### config.mk
export PLATFORM = sky130hd
export DESIGN_NAME = riscv_halt_monitor
export DESIGN_NICKNAME = d
export VERILOG_FILES = /design/src/rtl/riscv_halt_monitor.sv
export SDC_FILE = /design/constraint.sdc
export NUM_CORES = 1
export LEC_CHECK = 0
export CELL_PAD_IN_SITES_DETAIL_PLACEMENT = 0
export CELL_PAD_IN_SITES_GLOBAL_PLACEMENT = 1
export CORE_ASPECT_RATIO = 1.4
export CORE_MARGIN = 2
export CORE_UTILIZATION = 39
export CTS_CLUSTER_SIZE = 16
export DETAILED_ROUTE_END_ITERATION = 8
export PLACE_DENSITY_LB_ADDON = 0.1
export RECOVER_POWER = 100
export SLEW_MARGIN = 30
export SYNTH_ARGS = -nofsm -noshare
export SYNTH_HDL_FRONTEND = slang
export SYNTH_SLANG_ARGS = --single-unit
export TNS_END_PERCENT = 30
### constraint.sdc
create_clock -name clock -period 5.95 [get_ports clock]
set_input_delay 0.595 -clock clock [delete_from_list [all_inputs] [get_ports clock]]
set_output_delay 0.595 -clock clock [all_outputs]
set_load 0.1 [all_outputs]
### src/rtl/riscv_halt_monitor.sv
// End-of-program monitor for the single-cycle RISC-V core: detects ECALL/EBREAK,
// jump-to-self loops and watchdog expiry, freezes the core, drains, then raises finish_flag.
module riscv_halt_monitor #(
    parameter int XLEN         = 32,
    parameter int CNT_WIDTH    = 32,
    parameter int LOOP_LIMIT   = 4,
    parameter int DRAIN_CYCLES = 2,
    parameter int WDT_CYCLES   = 100000
) (
    input  logic                 clock,
    input  logic                 rst,
    input  logic                 instr_valid,
    input  logic [XLEN-1:0]      pc,
    input  logic [31:0]          instr,
    output logic                 stall_core,
    output logic                 finish_flag,
    output logic [1:0]           halt_cause,
    output logic [XLEN-1:0]      halt_pc,
    output logic [CNT_WIDTH-1:0] cycle_count,
    output logic [CNT_WIDTH-1:0] instret_count
);

    localparam int LOOP_W  = $clog2(LOOP_LIMIT + 1);
    localparam int DRAIN_W = (DRAIN_CYCLES < 1) ? 1 : $clog2(DRAIN_CYCLES + 1);
    localparam bit WDT_EN  = (WDT_CYCLES != 0);
    localparam logic [CNT_WIDTH-1:0] WDT_LAST =
        (WDT_CYCLES == 0) ? '0 : CNT_WIDTH'(WDT_CYCLES - 1);

    localparam logic [31:0] ENC_ECALL  = 32'h0000_0073;
    localparam logic [31:0] ENC_EBREAK = 32'h0010_0073;

    localparam logic [1:0] CAUSE_SYS  = 2'b01;
    localparam logic [1:0] CAUSE_LOOP = 2'b10;
    localparam logic [1:0] CAUSE_WDT  = 2'b11;

    typedef enum logic [1:0] {
        ST_RUN   = 2'd0,
        ST_DRAIN = 2'd1,
        ST_DONE  = 2'd2
    } state_t;

    state_t state, state_nxt;

    logic [XLEN-1:0]    prev_pc;
    logic               prev_vld;
    logic [LOOP_W-1:0]  loop_cnt;
    logic [LOOP_W-1:0]  loop_inc;
    logic [DRAIN_W-1:0] drain_cnt;
    logic [DRAIN_W-1:0] drain_inc;

    logic in_run;
    logic t_sys;
    logic t_loop;
    logic t_wdt;
    logic repeat_hit;
    logic trigger;
    logic [1:0] cause_win;

    function automatic logic [CNT_WIDTH-1:0] sat_inc(input logic [CNT_WIDTH-1:0] v);
        return (&v) ? v : v + CNT_WIDTH'(1);
    endfunction

    // Trigger evaluation; only meaningful while running
    always_comb begin
        in_run     = (state == ST_RUN);
        repeat_hit = instr_valid && prev_vld && (pc == prev_pc);
        loop_inc   = loop_cnt + LOOP_W'(1);
        drain_inc  = drain_cnt + DRAIN_W'(1);
        t_sys      = instr_valid && ((instr == ENC_ECALL) || (instr == ENC_EBREAK));
        t_loop     = repeat_hit && (loop_inc == LOOP_W'(LOOP_LIMIT));
        t_wdt      = WDT_EN && (cycle_count == WDT_LAST);
        trigger    = in_run && (t_sys || t_loop || t_wdt);
        if (t_sys)       cause_win = CAUSE_SYS;
        else if (t_loop) cause_win = CAUSE_LOOP;
        else             cause_win = CAUSE_WDT;
    end

    always_ff @(posedge clock or posedge rst) begin
        if (rst) state <= ST_RUN;
        else     state <= state_nxt;
    end

    always_comb begin
        state_nxt = state;
        case (state)
            ST_RUN: begin
                if (trigger) state_nxt = (DRAIN_CYCLES == 0) ? ST_DONE : ST_DRAIN;
            end
            ST_DRAIN: begin
                if (drain_inc == DRAIN_W'(DRAIN_CYCLES)) state_nxt = ST_DONE;
            end
            ST_DONE:  state_nxt = ST_DONE;
            default:  state_nxt = ST_RUN;
        endcase
    end

    always_comb begin
        stall_core  = (state != ST_RUN);
        finish_flag = (state == ST_DONE);
    end

    // Counters, loop tracking and halt capture; everything clears on reset
    always_ff @(posedge clock or posedge rst) begin
        if (rst) begin
            cycle_count   <= '0;
            instret_count <= '0;
            prev_pc       <= '0;
            prev_vld      <= 1'b0;
            loop_cnt      <= '0;
            drain_cnt     <= '0;
            halt_cause    <= 2'b00;
            halt_pc       <= '0;
        end else begin
            if (state != ST_DONE) cycle_count <= sat_inc(cycle_count);
            if (in_run) begin
                drain_cnt <= '0;
                if (instr_valid) begin
                    instret_count <= sat_inc(instret_count);
                    prev_pc       <= pc;
                    prev_vld      <= 1'b1;
                    loop_cnt      <= repeat_hit ? loop_inc : '0;
                end
                if (trigger) begin
                    halt_cause <= cause_win;
                    halt_pc    <= pc;
                end
            end else if (state == ST_DRAIN) begin
                drain_cnt <= drain_inc;
            end
        end
    end

endmodule
# Yosys cells after proc, flatten, opt, wreduce, memory -nomap -nowiden
# Cells that the tools add are included.
# Widths: inputs -> output; s select.
dict set report classes {
  n_div 0
  n_mux 8
  n_addsub 4
  reduce_logical 18
  mul 0
  n_shift 0
  n_bitwise 2
  eq_ne 11
  order_cmp 0
}
# op count
set op_table {}
lappend op_table {{$add 32x1->32 const B} 2}
lappend op_table {{$reduce_and 32->1} 2}
lappend op_table {{$eq 32x17->1 const B} 1}
lappend op_table {{$eq 32x21->1 const B} 1}
lappend op_table {{$eq 32x32->1} 1}
lappend op_table {{$eq 32x7->1 const B} 1}
lappend op_table {{$mux 2} 5}
lappend op_table {{$reduce_and 2->1} 4}
lappend op_table {{$ne 2x2->1 const B} 3}
lappend op_table {{$pmux 2 s3} 1}
lappend op_table {{$logic_and 1x1->1} 5}
lappend op_table {{$eq 2x2->1 const B} 2}
lappend op_table {{$reduce_bool 2->1} 2}
lappend op_table {{$add 3x1->3 const B} 1}
lappend op_table {{$eq 3x3->1 const B} 1}
lappend op_table {{$logic_or 1x1->1} 3}
lappend op_table {{$mux 3} 1}
lappend op_table {{$reduce_and 3->1} 1}
lappend op_table {{$add 2x1->2 const B} 1}
lappend op_table {{$eq 2x1->1 const B} 1}
lappend op_table {{$logic_not 2->1} 1}
lappend op_table {{$not 1->1} 2}
lappend op_table {{$mux 1} 1}
dict set report totals {
  n_memories 0
  elab_cells 52
  mem_bits_ro 0
  register_bits 138
  out_inout_bits 100
  mem_bits_rw 0
  inputBits 67
  latch_bits 0
}

# Longest topological paths before layout
# Gate-level depths: netlist (run 1).
dict set report depth {
  word_depth 8
  mapped_depth 8
  mapped_depth_nobuf 8
}

# Worst setup path after synthesis (run 1)
# OpenSTA, ideal clock, no wires.
dict set report synth_path {
  path_type {register to register}
  from {register cycle_count[16]}
  to {register halt_pc[10]}
  setup_time_ps 125
  n_path_buf 1
  stages_incl_launch_ff 8
  required_ps 5825
  path_slack_ps 3198
  arrival_ps 2626
  period_less_slack_ps 2752
  cell_sequence {dfrtp_1 -> nand2_1 -> or4_1 -> nor4_1 -> o21ai_1 -> o21ai_2 -> buf_6 -> mux2_2}
}
dict set report synth_between {
  elab_chain_len 4
}
# element line_no
set synth_rtl {}
lappend synth_rtl {{from (decl)} 19} ;# output logic [CNT_WIDTH-1:0] cycle_count,
lappend synth_rtl {{from (signal assigned)} 114} ;# if (state != ST_DONE) cycle_count <= sat_inc(cycle_count);
lappend synth_rtl {{$eq 32x17->1} 71} ;# t_wdt = WDT_EN && (cycle_count == WDT_LAST);
lappend synth_rtl {{$logic_or 1x1->1} 72} ;# trigger = in_run && (t_sys || t_loop || t_wdt);
lappend synth_rtl {{$logic_and 1x1->1} 72}
lappend synth_rtl {{$reduce_and 2->1 (no line)} n/a}
lappend synth_rtl {{to (signal assigned)} 125} ;# halt_pc <= pc;
lappend synth_rtl {{to (decl)} 18} ;# output logic [XLEN-1:0] halt_pc,
# No other way between the ends.
# A chain may end at the register's enable or synchronous reset.

# Final worst setup path (run 1)
dict set report layout_path {
  from {input port pc[31]}
  to {register halt_pc[3]}
}
dict set report layout_between {
  elab_chain_len 7
}
# element line_no
set layout_rtl {}
lappend layout_rtl {{from (decl)} 13} ;# input logic [XLEN-1:0] pc,
lappend layout_rtl {{$eq 32x32->1} 66} ;# repeat_hit = instr_valid && prev_vld && (pc == prev_pc);
lappend layout_rtl {{$logic_and 1x1->1} 66}
lappend layout_rtl {{$logic_and 1x1->1} 70} ;# t_loop = repeat_hit && (loop_inc == LOOP_W'(LOOP_LIMIT));
lappend layout_rtl {{$logic_or 1x1->1 (2 in a row)} 72}
lappend layout_rtl {{$logic_and 1x1->1} 72}
lappend layout_rtl {{$reduce_and 2->1 (no line)} n/a}
# No other way between the ends.

==> results of run 1 <==
-- flip-flops by register name (all words and copies together), names as in the netlist --
signal         count
halt_pc           32
prev_vld           1
halt_cause         2
drain_cnt          2
state              2
cycle_count       32
prev_pc           32
loop_cnt           3
instret_count     32
-- metrics by stage --
stage	hold slack [ps]	total power, mW	instance area [sq um]	std cells
global route	513.1	2.120	8847	930
floorplan	448.5	0.9842	6492	542
finish	478.1	2.046	8847	930
CTS	479.3	2.077	8945	930
global placement	463.5	1.044	8337	897
detailed placement	465.6	1.046	8371	898
-- worst min-delay path by stage --
stage / end / slack (ps) / start / cells after the start
global route: instret_count[12]$_DFFE_PP0P_ / 510 / instret_count[12]$_DFFE_PP0P_ / 1
detailed placement: loop_cnt[2]$_DFFE_PP0P_ / 470 / loop_cnt[2]$_DFFE_PP0P_ / 2
finish: loop_cnt[2]$_DFFE_PP0P_ / 480 / loop_cnt[2]$_DFFE_PP0P_ / 2
CTS: loop_cnt[2]$_DFFE_PP0P_ / 480 / loop_cnt[2]$_DFFE_PP0P_ / 2
global placement: loop_cnt[2]$_DFFE_PP0P_ / 460 / loop_cnt[2]$_DFFE_PP0P_ / 2
floorplan: loop_cnt[2]$_DFFE_PP0P_ / 450 / loop_cnt[2]$_DFFE_PP0P_ / 2
-- placed cells by master, fill, tap and decap left out, types with 14 or more instances in the layout --
cell and count:
dlygate4sd3_1 102, nor2_1 29, clkbuf_16 17, clkdlybuf4s50_1 63
nor3_1 18, dfrtp_1 138, nor4_1 18, nand2_1 35
nand3_1 29, inv_1 14, mux2_2 65, xnor2_1 67
xor2_1 27, nand4_1 33
-- final cells by class --
type | count | area [sq um] | share of cell area [%]
flip-flops and latches | 138 | 3453 | 39.03
multi-input cells | 379 | 2826 | 31.95
repair buffers | 167 | 1687 | 19.06
clock buffers | 20 | 456.7 | 5.162
well taps | 199 | 249.0 | 2.814
clock inverters | 12 | 117.6 | 1.329
inverters | 15 | 57.56 | 0.6505
-- per-layer routing --
layer  vias up  part of all wire [%]  track usage [%]
met5         -                     0                0
met4         0                   2.0            8.072
met3        25                   4.0            3.912
met2       110                    53            32.79
met1      2381                    41            20.98
li1       2287                     -                -
-- cell families (layout without fill, tap and decap cells) --
family          Yosys count  after routing  share of synthesized area, %
fa+ha+maj                 8              8                         1.542
mux                      68             68                         11.83
compound gates           20             20                         2.390
xor+xnor                 94             94                         12.68
flops                   138            138                         53.19
simple gates            189            189                         16.28
buf+inv                  25            214                         2.081
-- worst register-to-register path: cells and delay by family (launching register included) --
kind / cells / cell delay (ps)
multiplexers: 1 / 360
buffers and inverters: 1 / 220
AO/OA/AOI/OAI: 1 / 1900
AND/OR/NAND/NOR: 3 / 670
flip-flops: 1 / 380
XOR/XNOR: 1 / 210
-- power breakdown --
group | internal [mW] | leakage [nW] | switching (mW)
Clock | 0.601 | 0.269 | 0.419
Sequential | 0.939 | 1.90 | 0
Combinational | 0.0469 | 2.05 | 0.0401
==> impl_metrics.tcl, run 1 <==
set metrics [dict create \
    timing.final.ws_setup_ps 1816 \
    layout.nets 793 \
    violations "design-rule violations, max-capacitance violations, max-slew violations" \
    clk_pin_slew_worst_paths_ps 60 \
    critPathSlowestCell "o21ai_0" \
    cts-resized-gates 0 \
    cp.required_ps 6250 \
    fin_util_pct 54.48 \
    dieArea_sq_um 17710 \
    end_kind "flop" \
    path_cells "clkdlybuf4s50_1 -> xnor2_1 -> nand4_1 -> nor4b_1 -> nand4_1 -> o21ai_0 -> buf_16 -> mux2_2" \
    tightest_slew_ps 3867 \
    rsz0062_at_grt "false" \
    cts_made_buffers 17 \
    vias_per_cell 5.165 \
    startpoint_type "input pin" \
    dr.pass1.iters 6 \
    wirelength_um 15230 \
    regToRegSetupSlack_ps 2090 \
    fillers 1466 \
    rr_worst_depth 7 \
    path_class "in2reg" \
    irDropWorstVdd_mv 0.1551 \
    cts_buffer_depth 2 \
    grt_max_degree 88 \
    htreeDepth 4 \
    hold_class "reg2reg" \
    path_delay_family "compound AO/OA/AOI/OAI gates" \
    cp_num_buf_inv 2 \
    holdBufCountCts 0 \
    cts_setup_buffers 0 \
    drv_cap 3 \
    ys_seq_elements 138 \
    worst_path_most_repeated_cell "nand4_1" \
    grt_usage_pct 18.34 \
    drtIter0Drc 198 \
    drive_gt1_share_pct 13.82 \
    core.rowCount 55 \
    min_period_over_period_pct 69.47 \
    synth_area_leader_cell "dfrtp_1" \
    syn2layout_area_growth_pct 36.27 \
    dp.final_hpwl_um 11230 \
    synth.area.top_cells "dfrtp_1 (53%), mux2_2 (11%), xnor2_1 (9.0%), xor2_1 (3.6%), nand4_1 (3.1%)" \
    grt_overflow 0 \
    clkSinkCount 138 \
    synth.top_cell.area_share_pct 53.19 \
    synth_edf_count 0 \
    p_per_area_nw_per_um2 231.2 \
    syn_nets 617 \
    cp.arrival_ps 4430 \
    ys_types 53 \
    reg2reg_to "halt_pc[3]$_DFFE_PP0P_" \
    place_ws_ps 2380 \
    syn_inst 542 \
    period_minus_slack_ps 4134 \
    place.gp.congestion 0.7902 \
    status "finished, violations left" \
    core-area_sq_um 16240 \
    via_count 4803 \
    ys_async_sr_fraction_pct 100.0 \
    io_buffer_count 165 \
    antenna_found_initial 0 \
    crit_end "halt_pc[3]$_DFFE_PP0P_" \
    clock-root-buffer "clkbuf_16" \
    startpoint "pc[31]" \
    synth_seq_area_share_pct 53.19 \
    cts_tree "done" \
    start_util_pct 39.98 \
    io_pins 167 \
    r2r-start "prev_pc[13]$_DFFE_PP0P_" \
    fp.dieH_um 156.7 \
    grt_pass1_wl_um 25890 \
    synthTopCellsByCount "dfrtp_1 (138), xnor2_1 (67), mux2_2 (65)" \
    fmax_mhz 241.9 \
    max-slew-margin-rel_pct -159.2 \
    drc 10 \
    avgSynthCellArea_sq_um 11.98 \
    wl_per_cell_um 16.37 \
    n_antenna_cell 0 \
    hold_violations 0 \
    cp_max_fo 18 \
    fin_skew_ps 8.490 \
    ys.flop_type "dfrtp_1" \
    setup_viol 0 \
    insertion_delay_ps 420 \
    ant_nets 0 \
    grt_pass1_vias 5171 \
    leakage_nw 4.220 \
    yosysWarnings 0 \
    critical_path.max_stage_delay_ps 1900 \
    fin_tns_setup_ps 0 \
    final_max_slew_viol_count 145 \
    syn_area_sq_um 6492 \
    cp.depth 8 \
    synth.most_common_cell "dfrtp_1" \
    fp.dieW_um 113.0 \
]
No activity file was read; power rests on OpenSTA's default activity.
==> run 2: changes to the inputs <==
clock period = 4.05 ns   (was 5.95 ns; I/O delays follow)
==> run 2 against run 1 <==
  * The run still ends with design-rule violations, max-capacitance violations, max-slew violations left
  * Non-clock buffer count is 3 higher
  * Clock power increased by 42%
  * Count of clock-buffer cells in the layout is 2 lower
  * Worst setup slack lost 970 ps
  * Cell count is 0.32% higher
  * Core utilization shrank 0.13 points
  * Largest cell class unchanged
==> impl_metrics.tcl, run 2 (same netlist as run 1, synthesis figures left out) <==
set metrics [dict create \
    critical_path.max_stage_delay_ps 1130 \
    grt_overflow 0 \
    hold_violations 0 \
    status "finished, violations left" \
    start_util_pct 39.98 \
    clkSinkCount 138 \
    crit_end "cycle_count[23]$_DFFE_PP0P_" \
    final_max_slew_viol_count 141 \
    io_buffer_count 165 \
    cts_made_buffers 17 \
    critPathSlowestCell "o21ai_0" \
    rsz0062_at_grt "false" \
    wl_per_cell_um 16.18 \
    period_minus_slack_ps 3201 \
    met3WireLength_um 718 \
    wl_met2_um 7999 \
    vias_per_cell 5.160 \
    cts_buffer_depth 2 \
    grt_pass1_vias 5018 \
    fillers 1450 \
    violations "design-rule violations, max-capacitance violations, max-slew violations" \
    cts-resized-gates 0 \
    io_pins 167 \
    startpoint "cycle_count[18]$_DFFE_PP0P_" \
    cts_tree "done" \
    min_period_over_period_pct 79.03 \
    syn2layout_area_growth_pct 35.94 \
    dieArea_sq_um 17710 \
    top_layer_used "met4" \
    holdBufCountCts 0 \
    startpoint_type "flop" \
    setup_viol 0 \
    ant_nets 0 \
    fp.dieW_um 113.0 \
    cp.required_ps 4340 \
    dr.pass1.iters 6 \
    fin_skew_ps 7.883 \
    cp_max_fo 10 \
    insertion_delay_ps 420 \
    grt_usage_pct 17.73 \
    end_kind "flop" \
    tightest_slew_ps 2042 \
    placed_area_sq_um 8377 \
    n_antenna_cell 0 \
    clock-root-buffer "clkbuf_16" \
    grt_pass1_wl_um 24980 \
    drive_gt1_share_pct 14.44 \
    fp.dieH_um 156.7 \
    path_class "reg2reg" \
    worst_path_most_repeated_cell "nor4_1" \
    antenna_found_initial 0 \
    max-slew-margin-rel_pct -36.12 \
    drv_cap 3 \
    core-area_sq_um 16240 \
    wirelength_um 15090 \
    htreeDepth 4 \
    reg2reg_to "cycle_count[23]$_DFFE_PP0P_" \
    cts_setup_buffers 0 \
    place.gp.congestion 0.8051 \
    irDropWorstVdd_mv 0.2445 \
    mostFrequentLayoutCell "dfrtp_1" \
    drc 10 \
    r2r-start "cycle_count[18]$_DFFE_PP0P_" \
    fin_tns_setup_ps 0 \
    hold_class "in2async" \
    leakage_nw 4.227 \
    fmax_mhz 312.4 \
    via_count 4814 \
    p_per_area_nw_per_um2 334.7 \
    core.rowCount 55 \
    path_cells "nand4_1 -> nor4_1 -> nand3_1 -> o21ai_0 -> nor4_1 -> xor2_1" \
    cp.arrival_ps 3490 \
    dp.final_hpwl_um 11230 \
    mostFrequentLayoutCells "dfrtp_1 (138), dlygate4sd3_1 (102), xnor2_1 (67)" \
    rr_worst_depth 6 \
    clk_pin_slew_worst_paths_ps 60 \
    drtIter0Drc 150 \
    layout.nets 796 \
    design_area_sq_um 8826 \
    grt_max_degree 71 \
    wl_met1_um 6114 \
    regToRegSetupSlack_ps 850 \
]
run 2: per-stage QoR:
stage | power [mW] | util, % | setup slack (ps) | hold slack, ps | std cells
finish | 2.954 | 54.35 | 849.2 | 454.9 | 933
global route | 3.079 | 54.35 | 560.9 | 488.8 | 933
CTS | 3.003 | 54.98 | 1080 | 488.6 | 932
detailed placement | 1.539 | 51.58 | 907.9 | 476.8 | 900
global placement | 1.536 | 51.54 | 938.0 | 461.6 | 900
floorplan | 1.446 | - | 1298 | 448.5 | 542
run 2: area by class of cell:
class	instances	area, sq um	area share (%)
clock inverter	14	112.6	1.276
sequential	138	3453	39.13
timing repair buffer	170	1674	18.97
multi-input combinational	379	2840	32.18
clock buffer	18	439.2	4.976
inverter	15	57.56	0.6521
tap	199	249.0	2.821
run 2: layer usage:
| layer | vias up | GRT usage (%) |
|---|---|---|
| met5 | - | 0 |
| met4 | 0 | 6.272 |
| met2 | 118 | 30.97 |
| li1 | 2297 | - |
| met3 | 18 | 4.764 |
| met1 | 2381 | 20.96 |
run 2: worst min path at each step:
| stage | cells after the start | start | to |
|---|---|---|---|
| after floorplan | 2 | loop_cnt[2]$_DFFE_PP0P_ | loop_cnt[2]$_DFFE_PP0P_ |
| after global placement | 2 | loop_cnt[2]$_DFFE_PP0P_ | loop_cnt[2]$_DFFE_PP0P_ |
| after detailed placement | 2 | loop_cnt[2]$_DFFE_PP0P_ | loop_cnt[2]$_DFFE_PP0P_ |
| after CTS | 2 | loop_cnt[2]$_DFFE_PP0P_ | loop_cnt[2]$_DFFE_PP0P_ |
| after global routing | 2 | rst | halt_pc[7]$_DFFE_PP0P_ |
| final | 2 | rst | halt_pc[7]$_DFFE_PP0P_ |
run 2: worst max-delay path: cells and delay by family, from the launching register on:
kind                      cells  cell delay (ps)
and+or+nand+nor               4             1260
AOI/OAI and AO/OA             1             1130
DFF                           1              470
xor gates and xnor gates      1              200
run 2: power by group:
part           leakage, nW  internal, mW  switching, mW
Sequential            1.90          1.38              0
Clock                0.274         0.812          0.635
Combinational         2.06        0.0690         0.0592
Total                 4.23          2.26          0.694
==> run 3: changes to the inputs <==
clock period = 3.1 ns   (was 4.05 ns; I/O delays follow)
==> run 3 against run 2 <==
  * The run ends with design-rule violations left
  * Core utilization decreased by 1.2 points
  * Clock skew about the same
  * Cell area decreased by 2.2%
  * Critical path type unchanged
  * Highest routed layer unchanged
==> impl_metrics.tcl, run 3 (same netlist as run 1, synthesis figures left out) <==
set metrics [dict create \
    grt_pass1_wl_um 25040 \
    core.rowCount 55 \
    end_kind "flop" \
    cts-resized-gates 0 \
    syn2layout_area_growth_pct 32.99 \
    htreeDepth 4 \
    rsz0062_at_grt "false" \
    grt_overflow 0 \
    ant_nets 0 \
    mostFrequentLayoutCells "dfrtp_1 (138), xnor2_1 (67), mux2_2 (66)" \
    max-slew-margin-rel_pct 18.41 \
    leakage_nw 3.989 \
    via_count 4852 \
    cts_tree "done" \
    path_delay_family "simple AND/OR/NAND/NOR gates" \
    clock-root-buffer "clkbuf_16" \
    cts_setup_buffers 0 \
    fmax_mhz 388.4 \
    cp_max_fo 7 \
    vias_per_cell 5.178 \
    final_max_slew_viol_count 0 \
    violations "design-rule violations" \
    place_ws_ps 188.5 \
    setup_viol 0 \
    drive_gt1_share_pct 14.63 \
    fp.dieW_um 113.0 \
    clk_pin_slew_worst_paths_ps 60 \
    grt_usage_pct 17.85 \
    fp.dieH_um 156.7 \
    drtIter0Drc 187 \
    fin_tns_setup_ps 0 \
    clkSinkCount 138 \
    critPathSlowestCell "nor4_1" \
    cp.required_ps 3390 \
    io_pins 167 \
    cts_buffer_depth 2 \
    drv_cap 0 \
    fin_cells 937 \
    design_area_sq_um 8635 \
    cp_num_buf_inv 0 \
    hold_class "reg2reg" \
    tightest_slew_ps 1229 \
    n_antenna_cell 0 \
    io_buffer_count 165 \
    placed_cells 905 \
    rr_worst_depth 6 \
    wl_per_cell_um 16.11 \
    start_util_pct 39.98 \
    place.gp.congestion 0.7765 \
    path_cells "nand4_1 -> nor4_1 -> nand3_1 -> o21ai_0 -> nor3_1 -> xor2_1" \
    dr.pass1.iters 6 \
    core-area_sq_um 16240 \
    irDropWorstVdd_mv 0.3215 \
    min_period_over_period_pct 83.05 \
    cts_made_buffers 17 \
    placed_area_sq_um 8285 \
    status "finished, violations left" \
    timing.final.ws_setup_ps 525.4 \
    dp.final_hpwl_um 11190 \
    fin_skew_ps 7.812 \
    p_per_area_nw_per_um2 489.7 \
    cp.arrival_ps 2870 \
    holdBufCountCts 0 \
    layout.nets 800 \
    antenna_found_initial 0 \
    grt_pass1_vias 5093 \
    startpoint_type "flop" \
    cp.depth 6 \
    drc 10 \
    dieArea_sq_um 17710 \
    hold_path_depth 1 \
    insertion_delay_ps 420 \
    critical_path.max_stage_delay_ps 590 \
    period_minus_slack_ps 2575 \
    wirelength_um 15100 \
    hold_violations 0 \
    path_class "reg2reg" \
    holdWs_ps 478.1 \
    grt_max_degree 70 \
    mostFrequentLayoutCell "dfrtp_1" \
]
run 3: cell count changes in the layout (fill, tap and decap cells not counted), sizes merged:
cell	before	now
inv	20	14
clkdlybuf4s50	63	64
clkbuf	23	85
buf	0	5
bufinv	0	5
dlygate4sd3	102	42
clkinv	7	4
run 3: cell type report:
type / count / area, sq um
fill: 1528 / 7606
sequential: 138 / 3453
multi-input combinational: 379 / 2849
timing repair buffer: 174 / 1363
clock buffer: 22 / 474.2
tap: 199 / 249.0
clock inverter: 10 / 188.9
inverter: 15 / 57.56
run 3: through the flow:
step	total power, mW	utilization (%)
2_1_floorplan	1.890	-
3_3_place_gp	2.010	51.02
3_5_place_dp	2.013	51.02
4_1_cts	4.293	55.10
5_1_grt	4.380	53.17
6_report	4.228	53.17
run 3: worst register-to-register path: stages, from the launching register on:
cell and delay [ps]:
dfrtp_1 480, nand4_1 220, nor4_1 590, nand3_1 320, o21ai_0 550, nor3_1 130
xor2_1 160
run 3: metal layers:
metal | up-vias | GRT usage (%) | wire, um | part of all wire (%)
li1 | 2304 | - | - | -
met4 | 0 | 8.653 | 413 | 2.7
met1 | 2380 | 20.32 | 6144 | 41
met3 | 37 | 4.454 | 789 | 5.2
met2 | 131 | 31.17 | 7750 | 51
met5 | - | 0 | 0 | 0
run 3: power breakdown:
group	total (mW)	internal [mW]	switching, mW	leakage, nW
Sequential	1.80	1.80	0	1.90
Combinational	0.170	0.0925	0.0773	1.77
Clock	2.26	1.49	0.762	0.321
run 3: final timing paths:
path / start / endpoint / slack, ps
setup / recovery: cycle_count[18]$_DFFE_PP0P_ / cycle_count[16]$_DFFE_PP0P_ / 530
hold reg to reg: halt_pc[29]$_DFFE_PP0P_ / halt_pc[29]$_DFFE_PP0P_ / 480
min in group asynchronous: rst / halt_pc[15]$_DFFE_PP0P_ / 570
hold / removal: halt_pc[29]$_DFFE_PP0P_ / halt_pc[29]$_DFFE_PP0P_ / 480
max in group asynchronous: rst / instret_count[11]$_DFFE_PP0P_ / 850
setup reg to reg: cycle_count[18]$_DFFE_PP0P_ / cycle_count[16]$_DFFE_PP0P_ / 530
